## config.mk

```make
export PLATFORM = sky130hd
export DESIGN_NAME = gray_step_monitor_flat
export DESIGN_NICKNAME = d
export VERILOG_FILES = /design/src/rtl/gray_step_monitor_if.sv /design/src/rtl/gray_step_monitor.sv /design/src/flat_wrapper.sv
export SDC_FILE = /design/constraint.sdc
export NUM_CORES = 1
export LEC_CHECK = 0
export BUFFER_PORTS_ARGS = -buffer_cell sky130_fd_sc_hd__buf_2
export CAP_MARGIN = 20
export CORE_MARGIN = 3
export CORE_UTILIZATION = 40
export DETAILED_ROUTE_END_ITERATION = 16
export SLEW_MARGIN = 10
export SYNTH_ARGS = -nofsm -noshare
export SYNTH_HDL_FRONTEND = slang
export SYNTH_SLANG_ARGS = --single-unit
```

## constraint.sdc

```tcl
create_clock -name clk -period 5.9 [get_ports clk]
set_input_delay 0.59 -clock clk [delete_from_list [all_inputs] [get_ports clk]]
set_output_delay 0.59 -clock clk [all_outputs]
set_load 0.02 [all_outputs]
```

## src/rtl/gray_step_monitor_if.sv

```systemverilog
// Sample stream from the gray counter stage into the step monitor.
// The master drives samples and the slave consumes them.
interface gray_step_monitor_if #(
    parameter int CBITS = 16
) ();
    logic             in_valid;
    logic [CBITS-1:0] gray_in;

    modport master (output in_valid, output gray_in);
    modport slave  (input  in_valid, input  gray_in);
endinterface

```

## src/rtl/gray_step_monitor.sv

```systemverilog
// Decodes gray samples to binary and checks that successive samples advance by exactly one count.
// It reports wraps and step errors, and tracks lock status with a relock hysteresis.
module gray_step_monitor #(
    parameter int CBITS     = 16,
    parameter int WRAP_BITS = 8,
    parameter int RELOCK    = 4
) (
    input  logic                  clk,
    input  logic                  rst,
    gray_step_monitor_if.slave    sif,
    output logic [CBITS-1:0]      bin_out,
    output logic                  bin_valid,
    output logic                  wrap_pulse,
    output logic [WRAP_BITS-1:0]  wrap_cnt,
    output logic                  step_err,
    output logic [7:0]            err_cnt,
    output logic                  locked
);

    typedef enum logic [1:0] {
        SYNC   = 2'd0,
        LOCKED = 2'd1,
        FAULT  = 2'd2
    } state_t;

    function automatic logic [CBITS-1:0] gray2bin(input logic [CBITS-1:0] g);
        logic [CBITS-1:0] b;
        b = '0;
        b[CBITS-1] = g[CBITS-1];
        for (int i = CBITS - 2; i >= 0; i--) begin
            b[i] = b[i+1] ^ g[i];
        end
        return b;
    endfunction

    function automatic logic [7:0] sat_inc8(input logic [7:0] v);
        return (v == 8'hFF) ? v : v + 8'd1;
    endfunction

    state_t           state;
    logic [CBITS-1:0] prev;
    logic [3:0]       good_run;

    logic [CBITS-1:0] bin_p0;
    logic             is_dup_p0;
    logic             is_good_p0;
    logic             prev_ones_p0;
    logic             relock_p0;

    // Stage p0: combinational decode and step classification against prev
    always_comb begin
        bin_p0       = gray2bin(sif.gray_in);
        is_dup_p0    = (bin_p0 == prev);
        is_good_p0   = (bin_p0 == CBITS'(prev + CBITS'(1)));
        prev_ones_p0 = &prev;
        relock_p0    = (4'(good_run + 4'd1) == 4'(RELOCK));
    end

    // Stage p1: registered state and outputs
    always_ff @(posedge clk) begin
        if (!rst) begin
            state      <= SYNC;
            prev       <= '0;
            good_run   <= '0;
            bin_out    <= '0;
            bin_valid  <= 1'b0;
            wrap_pulse <= 1'b0;
            wrap_cnt   <= '0;
            step_err   <= 1'b0;
            err_cnt    <= '0;
            locked     <= 1'b0;
        end else begin
            bin_valid  <= 1'b0;
            wrap_pulse <= 1'b0;
            step_err   <= 1'b0;
            if (sif.in_valid) begin
                bin_valid <= 1'b1;
                unique case (state)
                    SYNC: begin
                        prev    <= bin_p0;
                        bin_out <= bin_p0;
                        state   <= LOCKED;
                        locked  <= 1'b1;
                    end
                    LOCKED: begin
                        if (is_dup_p0) begin
                            // A repeated sample is an upstream stall, not an error.
                        end else if (is_good_p0) begin
                            prev    <= bin_p0;
                            bin_out <= bin_p0;
                            if (prev_ones_p0) begin
                                wrap_pulse <= 1'b1;
                                wrap_cnt   <= wrap_cnt + WRAP_BITS'(1);
                            end
                        end else begin
                            prev     <= bin_p0;
                            bin_out  <= bin_p0;
                            step_err <= 1'b1;
                            err_cnt  <= sat_inc8(err_cnt);
                            good_run <= '0;
                            state    <= FAULT;
                            locked   <= 1'b0;
                        end
                    end
                    FAULT: begin
                        if (is_dup_p0) begin
                            // Stall: good_run is neither advanced nor cleared.
                        end else if (is_good_p0) begin
                            prev    <= bin_p0;
                            bin_out <= bin_p0;
                            if (relock_p0) begin
                                good_run <= '0;
                                state    <= LOCKED;
                                locked   <= 1'b1;
                            end else begin
                                good_run <= good_run + 4'd1;
                            end
                        end else begin
                            prev     <= bin_p0;
                            bin_out  <= bin_p0;
                            step_err <= 1'b1;
                            err_cnt  <= sat_inc8(err_cnt);
                            good_run <= '0;
                        end
                    end
                    default: begin
                        state  <= SYNC;
                        locked <= 1'b0;
                    end
                endcase
            end
        end
    end

endmodule
```

## src/flat_wrapper.sv

```systemverilog
// flat-port wrapper written by rule: the top's interface ports become plain ports
module gray_step_monitor_flat 
#(
    parameter int CBITS     = 16,
    parameter int WRAP_BITS = 8,
    parameter int RELOCK    = 4
)
  (clk, rst, bin_out, bin_valid, wrap_pulse, wrap_cnt, step_err, err_cnt, locked, sif_in_valid, sif_gray_in);
  gray_step_monitor_if #(.CBITS(CBITS)) sif_i ();
  input  logic clk;
  input  logic rst;
  output logic [CBITS-1:0] bin_out;
  output logic bin_valid;
  output logic wrap_pulse;
  output logic [WRAP_BITS-1:0] wrap_cnt;
  output logic step_err;
  output logic [7:0] err_cnt;
  output logic locked;
  input wire logic [$bits(sif_i.in_valid)-1:0] sif_in_valid;
  input wire logic [$bits(sif_i.gray_in)-1:0] sif_gray_in;
  assign sif_i.in_valid = sif_in_valid;
  assign sif_i.gray_in = sif_gray_in;
  gray_step_monitor #(.CBITS(CBITS), .WRAP_BITS(WRAP_BITS), .RELOCK(RELOCK)) u_core (.clk(clk), .rst(rst), .sif(sif_i), .bin_out(bin_out), .bin_valid(bin_valid), .wrap_pulse(wrap_pulse), .wrap_cnt(wrap_cnt), .step_err(step_err), .err_cnt(err_cnt), .locked(locked));
endmodule
```

==> parameters.txt <==
Parameter                              Value

Logic synthesis
  Predominant post-synthesis flop cell ... sky130_fd_sc_hd__dfxtp_1
  Post-synthesis mux area share ... 0.0430
  Adder-cell share of the synthesized area ... 0.0305
  Synthesized-area fraction occupied by xor and xnor cells ... 0.185
  Share of synthesized flip-flops with an asynchronous set or reset ... 0
  Synthesized-area fraction occupied by ao, oa, aoi and oai cells ... 0.165
  Syn avg cell area ... 8.17 um^2
  Post-Synth Simple-Gate Area ... 0.283
  Synthesized net count ... 429
  Mapped Cells ... 402
  Sequential share of the synthesized area ... 0.250
  Netlist Area Pre-Place ... 3280 um^2
  Count of unique library cells instantiated by Yosys ... 66
  Number of warnings issued by yosys ... 0
  Count of flip-flops with a built-in enable after synthesis ... 0
  Combinational family with the most area after synthesis ... simple AND/OR/NAND/NOR gates
  Seq cells post-synth ... 41

Layout
  Layout cells sized above 1 ... 0.169
  Area delta synth->final ... 12.8%
  Number of antenna cells inserted ... 0
  Commonest cells after routing, fill and taps aside ... sky130_fd_sc_hd__buf_2, sky130_fd_sc_hd__dfxtp_1, sky130_fd_sc_hd__nand2_1, sky130_fd_sc_hd__nand3_1
  Filler Cells Inserted ... 825
  Most common library cell in the layout ignoring fill and taps ... sky130_fd_sc_hd__buf_2
  Number of nets in the finished design ... 470

Timing
  Max-slew violation count ... 0
  Final setup violation count ... 0
  Final hold violations ... 0
  Slack of the critical path ... 1.33 ns
  RSZ-0062 raised after global routing ... false
  Period utilisation layout ... 0.775
  Clock tree skew after final layout ... 0.00869 ns
  Highest Clock Rate ... 0.219 GHz
  Final-layout setup total negative slack ... 0 ns
  Slew of the pin with the lowest slew margin ... 0.820 ns
  Max transition margin ... 0.446
  Final period demand of the worst path ... 4.57 ns
  Hold WS ... 0.494 ns

Setup path
  Highest net fanout along the worst path ... 13
  Worst setup path category ... in -> reg
  R2r setup slk ... 1.45 ns
  Required time worst endpoint ... 6.12 ns
  Worst R2R Start ... u_core.prev[0]
  Critical register-to-register path endpoint ... u_core.wrap_cnt[7]
  Signal arrival time at the worst endpoint ... 4.79 ns
  Kind of launch point of the worst setup path ... primary input
  Depth of the worst register-to-register path ... 10
  Nature of the critical path endpoint ... flop

Floorplanning
  Die Ht ... 96.6 um
  Core region area ... 7850 um^2
  Initial core utilization ... 0.419
  Overall die area ... 9330 um^2
  FP Rows ... 32
  Count of pins on the block boundary ... 55
  Die Width ... 96.6 um

CTS
  Post-CTS Setup Bufs ... 0
  CTS tree ... yes
  Maximum root-to-sink buffer count ... 2
  Clock transition time at the flip-flop clock pins of the worst setup and hold paths ... 0.08 ns
  Library cell used as clock root buffer ... sky130_fd_sc_hd__clkbuf_8
  Total of hold buffers inserted after clock tree synthesis ... 0
  Total of cells resized after clock tree synthesis ... 0
  Clock latency on the worst-skew pair ... 0.30 ns
  Number of clock sinks ... 41
  TritonCTS buffer count ... 5
  H-Tree Depth ... 2

Power
  Sequential power share ... 0.360
  Net switching share of the total power ... 0.399
  Total power per unit cell area ... 263 nW/um^2
  Worst voltage drop across the vdd grid ... 0.0990 mV
  Share of power burned in the clock network ... 0.208
  Internal Power ... 0.587 mW
  Net switching power ... 0.389 mW
  Leakage dissipation ... 1.50 nW
  Proportion of power drawn by combinational gates ... 0.432

Placement
  Quantity of I/O buffers inserted on ports ... 54
  Hpwl dp ... 5.79 mm
  Setup slack after placement ... 1.01 ns
  Placer Congestion ... 0.821

Detailed routing
  Remaining number of nets flagged by the antenna check after routing ... 0
  WL per Instance ... 14.4 um
  Per-cell via count in the routed design ... 5.61
  Count of vias placed by the detailed router ... 3,062
  Wire length after detailed routing ... 7.89 mm
  Number of detailed-route iterations in the first pass ... 4
  Number of DRC markers in iteration 0 ... 112
  DRC Markers ... 0

Global route
  Wire length of the first global-routing pass ... 13.3 mm
  Antenna violations before repair ... 0
  Total routing resource utilization after global routing ... 0.166
  Number of global-route vias before repair ... 2,812
  Grt ovf ... 0
  Largest net degree at the start of global routing ... 42

Min path
  Sink of the worst hold path ... u_core.wrap_cnt[6]
  Number of instances on the worst hold path ... 2
  HP Start ... u_core.wrap_cnt[6]
  Hold crit path type ... reg -> reg

Run status
  Status ... finished clean

Job
  Count of maximum capacitance violations ... 0
## worst max path at each step
stage / from / to / slack (ns) / depth (start not counted)
2_1_floorplan: sif_gray_in[11] / u_core.wrap_cnt[7] / 1.59 / 11
3_3_place_gp: sif_gray_in[15] / u_core.wrap_cnt[7] / 1.08 / 10
3_5_place_dp: sif_gray_in[15] / u_core.wrap_cnt[7] / 1.01 / 10
4_1_cts: sif_gray_in[15] / u_core.wrap_cnt[7] / 1.33 / 10
5_1_grt: u_core.prev[0] / u_core.wrap_cnt[7] / 1.14 / 10
6_report: sif_gray_in[15] / u_core.wrap_cnt[7] / 1.33 / 10
## per-stage QoR
stage | cells | utilization | power, mW | cell area, um^2
global route | 546 | 0.472 | 1.05 | 3700
floorplan | 402 | - | 0.685 | 3280
finish | 546 | 0.472 | 0.976 | 3700
detailed placement | 538 | 0.460 | 0.781 | 3610
CTS | 546 | 0.472 | 0.987 | 3700
global placement | 538 | 0.460 | 0.775 | 3610
## registers in the layout, summed over array words and instances, names as in the netlist
register and count:
u_core.err_cnt 8, u_core.wrap_cnt 8, u_core.state 2, u_core.bin_valid 1
u_core.prev 16, u_core.wrap_pulse 1, u_core.step_err 1, u_core.good_run 4
## area by class of cell
cell class	instances	area [um^2]	area share
Multi-Input combinational cell	326	2320	0.627
Sequential cell	41	821	0.222
Timing Repair Buffer	57	293	0.0791
Tap cell	102	128	0.0345
Clock buffer	6	82.6	0.0223
Inverter	12	45.0	0.0122
Clock inverter	2	13.8	0.00372
## cells in the mapped netlist, drive strengths merged, types with 8 or more instances
master  number  area share
inv         12       0.014
nand2       38       0.043
clkbuf      19       0.022
xor2        14       0.043
nor2        24       0.027
xnor2       26       0.077
a21oi       15       0.023
nand4       10       0.019
nor4         8       0.015
nand3       38       0.058
ha           8       0.030
o21ai       15       0.023
nor3         9       0.014
dfxtp       41        0.25
o31ai       10       0.023
mux2i       13       0.040
and3         8       0.015
or3          9       0.017
## layer usage
metal / track usage / vias up / wire length (um)
met1: 0.228 / 1431 / 3820
met2: 0.269 / 63 / 3640
met4: 0.0454 / 0 / 80
met5: 0 / - / 0
li1: - / 1559 / -
met3: 0.0288 / 9 / 347
## worst max-delay path, stage by stage
cell,delay (ns)
sky130_fd_sc_hd__buf_2,0.12
sky130_fd_sc_hd__xor3_1,0.68
sky130_fd_sc_hd__xnor2_4,0.39
sky130_fd_sc_hd__xnor3_2,0.56
sky130_fd_sc_hd__mux2i_1,0.18
sky130_fd_sc_hd__a211o_1,0.23
sky130_fd_sc_hd__or4b_1,0.65
sky130_fd_sc_hd__or4b_4,0.69
sky130_fd_sc_hd__or4_1,0.53
sky130_fd_sc_hd__a21oi_1,0.15
## power groups by stage
stage               sequential (mW)  combinational (mW)  clock, mW
finish                        0.352               0.421      0.203
global route                  0.359               0.466      0.221
CTS                           0.352               0.424      0.210
detailed placement            0.359               0.422          0
global placement              0.358               0.416          0
floorplan                     0.365               0.320          0
## kinds of logic (layout without fill, tap and decap cells)
logic type                 count (synthesis)  after routing
xor gates and xnor gates                  49             49
and+or+nand+nor                          177            177
DFF                                       41             41
muxes                                     14             14
AOI/OAI and AO/OA                         78             78
adders and majority gates                  8              8
buffers and inverters                     35             77
Power figures use the tool's default switching activity.
